$ cat src/rtl/tilelink_mto1_rr_pkg.sv
// tl_mto1_pkg: TileLink opcodes, arbiter state type and burst-length helpers for tilelink_mto1_rr
package tl_mto1_pkg;
  localparam logic [2:0] PutFullData    = 3'd0;
  localparam logic [2:0] PutPartialData = 3'd1;
  localparam logic [2:0] ArithmeticData = 3'd2;
  localparam logic [2:0] LogicalData    = 3'd3;
  localparam logic [2:0] Get            = 3'd4;
  localparam logic [2:0] Intent         = 3'd5;
  localparam logic [2:0] AccessAck      = 3'd0;
  localparam logic [2:0] AccessAckData  = 3'd1;

  typedef enum logic {IDLE, BURST} arb_state_t;

  function automatic logic has_data_a(input logic [2:0] opcode);
    return opcode <= LogicalData;
  endfunction

  // Beats minus one for a message of 2^size bytes; sizes beyond 4 KiB count as one beat.
  function automatic logic [11:0] beats_m1(input int size, input int beat_lg);
    return (size <= beat_lg || size > 12) ? 12'd0 : 12'((1 << (size - beat_lg)) - 1);
  endfunction
endpackage

$ cat src/rtl/tilelink_mto1_rr_if.sv
// tilelink_mto1_rr_if: N-lane packed TileLink-UL/UH A/D bus (lane i at slice i)
// master modport drives A and consumes D; slave modport consumes A and drives D.
interface tilelink_mto1_rr_if #(
  parameter int N  = 1,
  parameter int DW = 32,
  parameter int AW = 32,
  parameter int SW = 4,
  parameter int SZ = 4
);
  logic [3*N-1:0]      a_opcode, a_param;
  logic [SZ*N-1:0]     a_size;
  logic [SW*N-1:0]     a_source;
  logic [AW*N-1:0]     a_address;
  logic [DW/8*N-1:0]   a_mask;
  logic [DW*N-1:0]     a_data;
  logic [N-1:0]        a_corrupt, a_valid, a_ready;
  logic [3*N-1:0]      d_opcode;
  logic [2*N-1:0]      d_param;
  logic [SZ*N-1:0]     d_size;
  logic [SW*N-1:0]     d_source;
  logic [DW*N-1:0]     d_data;
  logic [N-1:0]        d_denied, d_corrupt, d_valid, d_ready;

  modport master (
    output a_opcode, a_param, a_size, a_source, a_address, a_mask, a_data, a_corrupt, a_valid, d_ready,
    input  a_ready, d_opcode, d_param, d_size, d_source, d_data, d_denied, d_corrupt, d_valid
  );
  modport slave (
    input  a_opcode, a_param, a_size, a_source, a_address, a_mask, a_data, a_corrupt, a_valid, d_ready,
    output a_ready, d_opcode, d_param, d_size, d_source, d_data, d_denied, d_corrupt, d_valid
  );
endinterface

$ cat src/rtl/tilelink_mto1_rr_arbiter.sv
// tl_rr_arbiter: round-robin grant over req with an optional lock onto one index
// Ports: req, advance (grant accepted), lock_en/lock_idx in; one-hot grant and grant_idx out.
module tl_rr_arbiter #(
  parameter int M = 4
) (
  input  logic                 tilelink_clock_i,
  input  logic                 tilelink_reset_i,
  input  logic [M-1:0]         req,
  input  logic                 advance,
  input  logic                 lock_en,
  input  logic [$clog2(M)-1:0] lock_idx,
  output logic [M-1:0]         grant,
  output logic [$clog2(M)-1:0] grant_idx
);
  localparam int MW = $clog2(M);
  logic [MW-1:0] rr_ptr, rr_idx;
  // Scan downward so the last hit is the first requester at or after rr_ptr.
  always_comb begin
    rr_idx = '0;
    for (int k = M - 1; k >= 0; k--)
      if (req[(int'(rr_ptr) + k) % M]) rr_idx = MW'((int'(rr_ptr) + k) % M);
    grant_idx = lock_en ? lock_idx : rr_idx;
    grant = req & (M'(1) << grant_idx);
  end
  always_ff @(posedge tilelink_clock_i or negedge tilelink_reset_i)
    if (!tilelink_reset_i) rr_ptr <= '0;
    else if (advance) rr_ptr <= (int'(grant_idx) == M - 1) ? '0 : grant_idx + 1'b1;
endmodule

$ cat src/rtl/tilelink_mto1_rr.sv
// tilelink_mto1_rr: M-to-1 TileLink-UL/UH merger, round-robin A arbitration with burst lock, source-routed D
// Ports: tilelink_clock_i, tilelink_reset_i (async, active-low); m = M master lanes; s = single slave lane
// whose source is {master index, master source}. Define TL_MTO1_OUTSTANDING_LIMIT_EN to cap in-flight
// requests per master at MAX_OUTSTANDING.
module tilelink_mto1_rr
  import tl_mto1_pkg::*;
#(
  parameter int M               = 4,
  parameter int TL_DW           = 32,
  parameter int TL_AW           = 32,
  parameter int TL_RS           = 4,
  parameter int TL_SZ           = 4,
  parameter int MAX_OUTSTANDING = 4
) (
  input logic tilelink_clock_i,
  input logic tilelink_reset_i,
  tilelink_mto1_rr_if.slave  m,
  tilelink_mto1_rr_if.master s
);
  localparam int MW      = $clog2(M);
  localparam int MB      = TL_DW / 8;
  localparam int BEAT_LG = $clog2(MB);
  logic [M-1:0] full, req, grant;
  logic [MW-1:0] gi, lock_q, lock_d;
  logic [11:0] a_cnt_q, a_cnt_d, a_bm1;
  arb_state_t state_q, state_d;
  logic can_load, acc;
  logic [2:0] a_op;
  logic [TL_SZ-1:0] a_sz;
  // Outstanding limits gate only fresh arbitration; a locked burst always continues.
  assign req = m.a_valid & ~(full & {M{state_q == IDLE}});
  tl_rr_arbiter #(.M(M)) u_arb (
    .tilelink_clock_i, .tilelink_reset_i, .req, .advance(acc),
    .lock_en(state_q == BURST), .lock_idx(lock_q), .grant, .grant_idx(gi)
  );
  assign can_load  = !s.a_valid || s.a_ready;
  assign acc       = |grant && can_load;
  assign m.a_ready = grant & {M{can_load}};
  assign a_op      = m.a_opcode[gi*3 +: 3];
  assign a_sz      = m.a_size[gi*TL_SZ +: TL_SZ];
  assign a_bm1     = beats_m1(int'(a_sz), BEAT_LG);
  always_comb begin
    state_d = state_q;
    a_cnt_d = a_cnt_q;
    lock_d  = lock_q;
    if (acc && state_q == IDLE && has_data_a(a_op) && a_bm1 != '0) begin
      state_d = BURST;
      a_cnt_d = a_bm1;
      lock_d  = gi;
    end else if (acc && state_q == BURST) begin
      a_cnt_d = a_cnt_q - 1'b1;
      state_d = a_cnt_q == 12'd1 ? IDLE : BURST;
    end
  end
  always_ff @(posedge tilelink_clock_i or negedge tilelink_reset_i)
    if (!tilelink_reset_i) begin
      state_q   <= IDLE;
      a_cnt_q   <= '0;
      lock_q    <= '0;
      s.a_valid <= 1'b0;
    end else begin
      state_q <= state_d;
      a_cnt_q <= a_cnt_d;
      lock_q  <= lock_d;
      if (can_load) s.a_valid <= acc;
    end
  always_ff @(posedge tilelink_clock_i)
    if (acc) begin
      s.a_opcode  <= a_op;
      s.a_param   <= m.a_param[gi*3 +: 3];
      s.a_size    <= a_sz;
      s.a_source  <= {gi, m.a_source[gi*TL_RS +: TL_RS]};
      s.a_address <= m.a_address[gi*TL_AW +: TL_AW];
      s.a_mask    <= m.a_mask[gi*MB +: MB];
      s.a_data    <= m.a_data[gi*TL_DW +: TL_DW];
      s.a_corrupt <= m.a_corrupt[gi];
    end
  logic d_valid_q, d_den_q, d_cor_q, sel_ok, d_take;
  logic [2:0] d_op_q;
  logic [1:0] d_par_q;
  logic [TL_SZ-1:0] d_size_q;
  logic [TL_RS-1:0] d_src_q;
  logic [TL_DW-1:0] d_data_q;
  logic [MW-1:0] d_sel_q;
  // Beats routed to a nonexistent master are consumed silently so the slave never stalls.
  assign sel_ok    = int'(d_sel_q) < M;
  assign d_take    = d_valid_q && (!sel_ok || m.d_ready[d_sel_q]);
  assign s.d_ready = !d_valid_q || d_take;
  always_ff @(posedge tilelink_clock_i or negedge tilelink_reset_i)
    if (!tilelink_reset_i) d_valid_q <= 1'b0;
    else if (s.d_ready) d_valid_q <= s.d_valid;
  always_ff @(posedge tilelink_clock_i)
    if (s.d_ready && s.d_valid) begin
      d_op_q   <= s.d_opcode;
      d_par_q  <= s.d_param;
      d_size_q <= s.d_size;
      d_src_q  <= s.d_source[TL_RS-1:0];
      d_sel_q  <= s.d_source[TL_RS +: MW];
      d_data_q <= s.d_data;
      d_den_q  <= s.d_denied;
      d_cor_q  <= s.d_corrupt;
    end
  assign m.d_opcode  = {M{d_op_q}};
  assign m.d_param   = {M{d_par_q}};
  assign m.d_size    = {M{d_size_q}};
  assign m.d_source  = {M{d_src_q}};
  assign m.d_data    = {M{d_data_q}};
  assign m.d_denied  = {M{d_den_q}};
  assign m.d_corrupt = {M{d_cor_q}};
  always_comb
    for (int i = 0; i < M; i++) m.d_valid[i] = d_valid_q && int'(d_sel_q) == i;
`ifdef TL_MTO1_OUTSTANDING_LIMIT_EN
  localparam int OW = $clog2(MAX_OUTSTANDING + 1);
  logic [OW-1:0] out_cnt [M];
  logic [11:0] d_cnt_q, d_bm1;
  logic d_last;
  assign d_bm1  = d_op_q == AccessAckData ? beats_m1(int'(d_size_q), BEAT_LG) : 12'd0;
  // d_cnt_q==0 marks the first beat of a D message; otherwise it counts remaining beats.
  assign d_last = d_take && (d_cnt_q == '0 ? d_bm1 == '0 : d_cnt_q == 12'd1);
  always_ff @(posedge tilelink_clock_i or negedge tilelink_reset_i)
    if (!tilelink_reset_i) begin
      d_cnt_q <= '0;
      for (int i = 0; i < M; i++) out_cnt[i] <= '0;
    end else begin
      if (d_take) d_cnt_q <= d_cnt_q == '0 ? d_bm1 : d_cnt_q - 1'b1;
      for (int i = 0; i < M; i++)
        out_cnt[i] <= out_cnt[i] + OW'(acc && grant[i] && state_q == IDLE)
                                 - OW'(d_last && sel_ok && int'(d_sel_q) == i);
    end
  always_comb
    for (int i = 0; i < M; i++) full[i] = out_cnt[i] == OW'(MAX_OUTSTANDING);
`else
  assign full = '0;
`endif
endmodule

$ cat src/flat_wrapper.sv
// flat-port wrapper written by rule: the top's interface ports become plain ports
module tilelink_mto1_rr_flat import tl_mto1_pkg::*;
#(
  parameter int M               = 4,
  parameter int TL_DW           = 32,
  parameter int TL_AW           = 32,
  parameter int TL_RS           = 4,
  parameter int TL_SZ           = 4,
  parameter int MAX_OUTSTANDING = 4
)
  (tilelink_clock_i, tilelink_reset_i, m_a_opcode, m_a_param, m_a_size, m_a_source, m_a_address, m_a_mask, m_a_data, m_a_corrupt, m_a_valid, m_d_ready, m_a_ready, m_d_opcode, m_d_param, m_d_size, m_d_source, m_d_data, m_d_denied, m_d_corrupt, m_d_valid, s_a_opcode, s_a_param, s_a_size, s_a_source, s_a_address, s_a_mask, s_a_data, s_a_corrupt, s_a_valid, s_d_ready, s_a_ready, s_d_opcode, s_d_param, s_d_size, s_d_source, s_d_data, s_d_denied, s_d_corrupt, s_d_valid);
  tilelink_mto1_rr_if #(.N(4), .DW(32), .AW(32), .SW(4), .SZ(4)) m_i ();
  tilelink_mto1_rr_if #(.N(1), .DW(32), .AW(32), .SW(6), .SZ(4)) s_i ();
  input logic tilelink_clock_i;
  input logic tilelink_reset_i;
  input wire logic [$bits(m_i.a_opcode)-1:0] m_a_opcode;
  input wire logic [$bits(m_i.a_param)-1:0] m_a_param;
  input wire logic [$bits(m_i.a_size)-1:0] m_a_size;
  input wire logic [$bits(m_i.a_source)-1:0] m_a_source;
  input wire logic [$bits(m_i.a_address)-1:0] m_a_address;
  input wire logic [$bits(m_i.a_mask)-1:0] m_a_mask;
  input wire logic [$bits(m_i.a_data)-1:0] m_a_data;
  input wire logic [$bits(m_i.a_corrupt)-1:0] m_a_corrupt;
  input wire logic [$bits(m_i.a_valid)-1:0] m_a_valid;
  input wire logic [$bits(m_i.d_ready)-1:0] m_d_ready;
  output wire logic [$bits(m_i.a_ready)-1:0] m_a_ready;
  output wire logic [$bits(m_i.d_opcode)-1:0] m_d_opcode;
  output wire logic [$bits(m_i.d_param)-1:0] m_d_param;
  output wire logic [$bits(m_i.d_size)-1:0] m_d_size;
  output wire logic [$bits(m_i.d_source)-1:0] m_d_source;
  output wire logic [$bits(m_i.d_data)-1:0] m_d_data;
  output wire logic [$bits(m_i.d_denied)-1:0] m_d_denied;
  output wire logic [$bits(m_i.d_corrupt)-1:0] m_d_corrupt;
  output wire logic [$bits(m_i.d_valid)-1:0] m_d_valid;
  output wire logic [$bits(s_i.a_opcode)-1:0] s_a_opcode;
  output wire logic [$bits(s_i.a_param)-1:0] s_a_param;
  output wire logic [$bits(s_i.a_size)-1:0] s_a_size;
  output wire logic [$bits(s_i.a_source)-1:0] s_a_source;
  output wire logic [$bits(s_i.a_address)-1:0] s_a_address;
  output wire logic [$bits(s_i.a_mask)-1:0] s_a_mask;
  output wire logic [$bits(s_i.a_data)-1:0] s_a_data;
  output wire logic [$bits(s_i.a_corrupt)-1:0] s_a_corrupt;
  output wire logic [$bits(s_i.a_valid)-1:0] s_a_valid;
  output wire logic [$bits(s_i.d_ready)-1:0] s_d_ready;
  input wire logic [$bits(s_i.a_ready)-1:0] s_a_ready;
  input wire logic [$bits(s_i.d_opcode)-1:0] s_d_opcode;
  input wire logic [$bits(s_i.d_param)-1:0] s_d_param;
  input wire logic [$bits(s_i.d_size)-1:0] s_d_size;
  input wire logic [$bits(s_i.d_source)-1:0] s_d_source;
  input wire logic [$bits(s_i.d_data)-1:0] s_d_data;
  input wire logic [$bits(s_i.d_denied)-1:0] s_d_denied;
  input wire logic [$bits(s_i.d_corrupt)-1:0] s_d_corrupt;
  input wire logic [$bits(s_i.d_valid)-1:0] s_d_valid;
  assign m_i.a_opcode = m_a_opcode;
  assign m_i.a_param = m_a_param;
  assign m_i.a_size = m_a_size;
  assign m_i.a_source = m_a_source;
  assign m_i.a_address = m_a_address;
  assign m_i.a_mask = m_a_mask;
  assign m_i.a_data = m_a_data;
  assign m_i.a_corrupt = m_a_corrupt;
  assign m_i.a_valid = m_a_valid;
  assign m_i.d_ready = m_d_ready;
  assign m_a_ready = m_i.a_ready;
  assign m_d_opcode = m_i.d_opcode;
  assign m_d_param = m_i.d_param;
  assign m_d_size = m_i.d_size;
  assign m_d_source = m_i.d_source;
  assign m_d_data = m_i.d_data;
  assign m_d_denied = m_i.d_denied;
  assign m_d_corrupt = m_i.d_corrupt;
  assign m_d_valid = m_i.d_valid;
  assign s_a_opcode = s_i.a_opcode;
  assign s_a_param = s_i.a_param;
  assign s_a_size = s_i.a_size;
  assign s_a_source = s_i.a_source;
  assign s_a_address = s_i.a_address;
  assign s_a_mask = s_i.a_mask;
  assign s_a_data = s_i.a_data;
  assign s_a_corrupt = s_i.a_corrupt;
  assign s_a_valid = s_i.a_valid;
  assign s_d_ready = s_i.d_ready;
  assign s_i.a_ready = s_a_ready;
  assign s_i.d_opcode = s_d_opcode;
  assign s_i.d_param = s_d_param;
  assign s_i.d_size = s_d_size;
  assign s_i.d_source = s_d_source;
  assign s_i.d_data = s_d_data;
  assign s_i.d_denied = s_d_denied;
  assign s_i.d_corrupt = s_d_corrupt;
  assign s_i.d_valid = s_d_valid;
  tilelink_mto1_rr #(.M(M), .TL_DW(TL_DW), .TL_AW(TL_AW), .TL_RS(TL_RS), .TL_SZ(TL_SZ), .MAX_OUTSTANDING(MAX_OUTSTANDING)) u_core (.tilelink_clock_i(tilelink_clock_i), .tilelink_reset_i(tilelink_reset_i), .m(m_i), .s(s_i));
endmodule
$ cat config.mk
export PLATFORM = sky130hd
export DESIGN_NAME = tilelink_mto1_rr_flat
export DESIGN_NICKNAME = d
export VERILOG_FILES = /design/src/rtl/tilelink_mto1_rr_pkg.sv /design/src/rtl/tilelink_mto1_rr_if.sv /design/src/rtl/tilelink_mto1_rr_arbiter.sv /design/src/rtl/tilelink_mto1_rr.sv /design/src/flat_wrapper.sv
export SDC_FILE = /design/constraint.sdc
export NUM_CORES = 1
export LEC_CHECK = 0
export ABC_AREA = 0
export BUFFER_PORTS_ARGS = -buffer_cell sky130_fd_sc_hd__buf_4
export CAP_MARGIN = 10
export CORE_AREA = 2 2 267 269
export CTS_CLUSTER_DIAMETER = 60
export DETAILED_ROUTE_END_ITERATION = 12
export DIE_AREA = 0 0 269 271
export PLACE_DENSITY_LB_ADDON = 0.05
export SYNTH_ARGS = -nofsm -noshare
export SYNTH_HDL_FRONTEND = slang
export SYNTH_SLANG_ARGS = --single-unit
$ cat constraint.sdc
create_clock -name tilelink_clock_i -period 12 [get_ports tilelink_clock_i]
set_clock_uncertainty 0.2 [all_clocks]
set_input_delay 3.6 -clock tilelink_clock_i [delete_from_list [all_inputs] [get_ports tilelink_clock_i]]
set_output_delay 3.6 -clock tilelink_clock_i [all_outputs]
set_load 0.01 [all_outputs]
==> impl_results.md <==
* Status: finished clean
* Vias in the first global route at 8589
* Final Cell Area at 15100 um^2
* Yosys warning total at 0
* Unrepaired setup endpoints after global routing: false
* Slew Viols, Final at 0
* Syn nets at 1263
* Post-route DRC at 0
* Setup WS post-layout at 2.59 ns
* Setup Buffers After CTS at 0
* Die Span Y at 271 um
* Share of layout cells above drive strength 1 at 58.4%
* Clock transition at path regs at 0.07 ns
* Crit-path slowest cell: inv_6
* DRT Pass-1 Iters at 4
* Crit-path cells: buf_4 > nand2b_1 > a211o_1 > and3_1 > inv_6 > ha_1 > nand2_1 > nor2_1 > buf_4
* Post-synth ARST share at 12.4%
* DRT iter0 DRCs at 300
* Detailed Route WL at 48.4 mm
* Tmin final at 9.41 ns
* Largest stage delay, worst path at 0.65 ns
* Critical Path Fanout Max at 98
* Clock sink total at 153
* CTS tree: yes
* Area of placed instances at 14500 um^2
* PostCTS Resize Cnt at 0
* Antenna violations before repair at 12
* Die width at 269 um
* Fin nets at 1776
* Largest cells by area after synthesis: edfxtp_1 43%, buf_4 11%, mux2_2 9.8%, mux2i_1 8.7%, dfrtp_1 5.0%
* Endpoint arrival time on the critical path at 5.61 ns
* Rel. slew slack at 33.1%
* Port Buf Inserts at 675
* Clock root cell: clkbuf_16
* CP most frequent cell: buf_4
* Flop-to-flop setup slack at 5.94 ns
* H-Tree Depth at 4
* Setup Slack @ Placement at 2.55 ns
* Final setup viols at 0
* Leak pwr at 6.55 nW
* Worst hold stages at 2
* Max IR drop VDD at 103 uV
* Dpl hpwl at 39.8 mm
* Top-area cell type share of the netlist area at 42.5%
* Site Rows at 97
* Max Cap Viol at 0
* Die ar. at 72900 um^2
* Mapped Cells at 855
* Number of top-level pins at 676
* Area Overhead vs Synth at 60.0%
* DR vias/cell at 3.57
* Final hold viol count at 0
* Crit. End Element: primary output
* Hold endpoint: u_core.lock_q[1]
* Largest net degree at the start of global routing at 99
* Cell Area, Synth at 9470 um^2
* Fin crit share at 78.4%
* Clk buf depth at 2
* Worst R2R Start: u_core.state_q
* First-pass GRT wire length at 64.5 mm
* Hold Crit Start: u_core.lock_q[1]
* Crit start category: input port
* Clk_lat worst skew at 0.48 ns
* Setup TNS at 0 ns
* Placed Instances at 2289
* Antenna-violating nets left at 0
* Seq/Total Area, Yosys at 47.5%
* Crit Reg-Reg Endpoint: u_core.a_cnt_q[4]
* Final Instance Count excl. Fillers at 2323
* Global Route Usage Sum at 12.8%
* Avg Cell Area, Syn at 11.1 um^2
* Slew @ Worst Pin at 1.00 ns
* GR Overflow Total at 0
* Final Power at 3.60 mW
* R2R cell count at 17
* Global placement routability congestion at 0.797
* Required time of the critical path at 8.20 ns
* Flop and latch count out of synthesis at 153
* Cell Pwr Density at 238 nW/um^2
* Initial Utilization at 13.6%
* Synth cell types at 52
* Core area at 69800 um^2
* Crit path kind: in -> out
* Wire length per cell at 20.8 um
* Hold Crit Class: reg -> reg
* Total CTS buffers at 17
* DR vias at 8292
* Number of synthesized flops with an enable pin at 134
* Main synth FF type: edfxtp_1
* CTS Hold Buffers Added at 0
* Peak Freq at 106 MHz
* Post-synth top area cell: edfxtp_1
## flip-flops by register name (all words and copies together), names as in the netlist, 2 cells and up
signal,cells
u_core.d_par_q,2
u_core.s.a_source,6
u_core.s.a_opcode,3
u_core.d_op_q,3
u_core.d_src_q,4
u_core.d_sel_q,2
u_core.lock_q,2
u_core.u_arb.rr_ptr,2
u_core.s.a_data,32
u_core.s.a_param,3
u_core.s.a_mask,4
u_core.s.a_size,4
u_core.a_cnt_q,12
u_core.d_data_q,32
u_core.d_size_q,4
u_core.s.a_address,32
## metrics by stage
stage               hold WS, ns  utilization, %
finish                    0.283            21.7
detailed placement        0.272            20.8
global route              0.322            21.7
global placement          0.272            20.8
CTS                       0.289            21.7
floorplan                 0.247               -
## worst max path at each step
stage	slack, ns	startpoint	endpoint
final	2.59	m_a_valid[2]	m_a_ready[0]
after global routing	2.39	m_a_valid[2]	m_a_ready[2]
after CTS	2.54	m_a_valid[2]	m_a_ready[0]
after detailed placement	2.55	m_a_valid[2]	m_a_ready[0]
after global placement	2.55	m_a_valid[2]	m_a_ready[0]
after floorplan	0.61	m_a_valid[0]	u_core.a_cnt_q[11]
## cells by family (layout without fill, tap and decap cells)
group           Yosys count  after routing  synth area share [%]
mux                     166            166                  18.9
fa+ha+maj                15             15                  1.98
buf+inv                 202            728                  14.1
compound gates          123            123                  7.69
other cells               0              2                     0
flops                   153            153                  47.5
simple gates            186            186                  8.91
xor+xnor                 10             10                 0.925
## Yosys cell counts, types with 2 or more instances
| cell | instances |
|---|---|
| and3_1 | 5 |
| nand2b_1 | 7 |
| clkbuf_1 | 26 |
| nor2b_1 | 9 |
| o31ai_1 | 3 |
| edfxtp_1 | 134 |
| xor2_1 | 4 |
| nor3b_1 | 3 |
| nand2_1 | 39 |
| o211ai_1 | 6 |
| mux4_2 | 2 |
| xnor2_1 | 6 |
| or3_1 | 3 |
| mux2_2 | 82 |
| ha_1 | 15 |
| buf_4 | 143 |
| o21ai_1 | 5 |
| nand3_1 | 6 |
| nor3_1 | 5 |
| nor4_1 | 2 |
| o21ai_0 | 5 |
| mux2i_1 | 82 |
| a21oi_1 | 89 |
| a41o_1 | 2 |
| nor2_1 | 91 |
| dfrtp_1 | 19 |
| and2_1 | 3 |
| inv_1 | 13 |
| nand4_1 | 7 |
| buf_6 | 3 |
| buf_2 | 11 |
| buf_1 | 5 |
## worst max-delay path: cells and delay by family
family	cells	cell delay [ns]
simple gates	4	0.55
buf+inv	3	0.88
fa+ha+maj	1	0.28
compound gates	1	0.28
## layout make-up
class | instances | area [um^2]
fillers | 7685 | 54600
repair buffers | 682 | 5120
flip-flops and latches | 153 | 4500
multi-input cells | 500 | 3650
well taps | 940 | 1180
clock buffers | 17 | 425
clock inverters | 15 | 215
inverters | 14 | 57.6
diodes | 2 | 5.00
## cell usage in the layout (no fill, tap or decap), types with 7 or more instances in the layout
cell       instances
a21oi_1           89
buf_4            682
clkbuf_16         17
dfrtp_1           19
edfxtp_1         134
ha_1              15
inv_1             13
mux2_2            82
mux2i_1           82
nand2_1           39
nand2b_1           7
nand4_1            7
nor2_1            90
nor2b_1            9
## power by group
part	total, mW	internal, mW	switching (mW)
clock network	0.621	0.353	0.268
logic	1.99	0.831	1.16
registers	0.988	0.901	0.0873
## layer usage
metal / GRT usage (%) / part of all wire, % / wire length [um] / vias up
met5: 0 / 0.20 / 99 / -
li1: - / - / - / 3956
met2: 23.5 / 53 / 25600 / 419
met4: 3.77 / 1.8 / 869 / 16
met3: 6.46 / 11 / 5420 / 53
met1: 12.5 / 34 / 16500 / 3848
(Power assumes the default switching activity.)
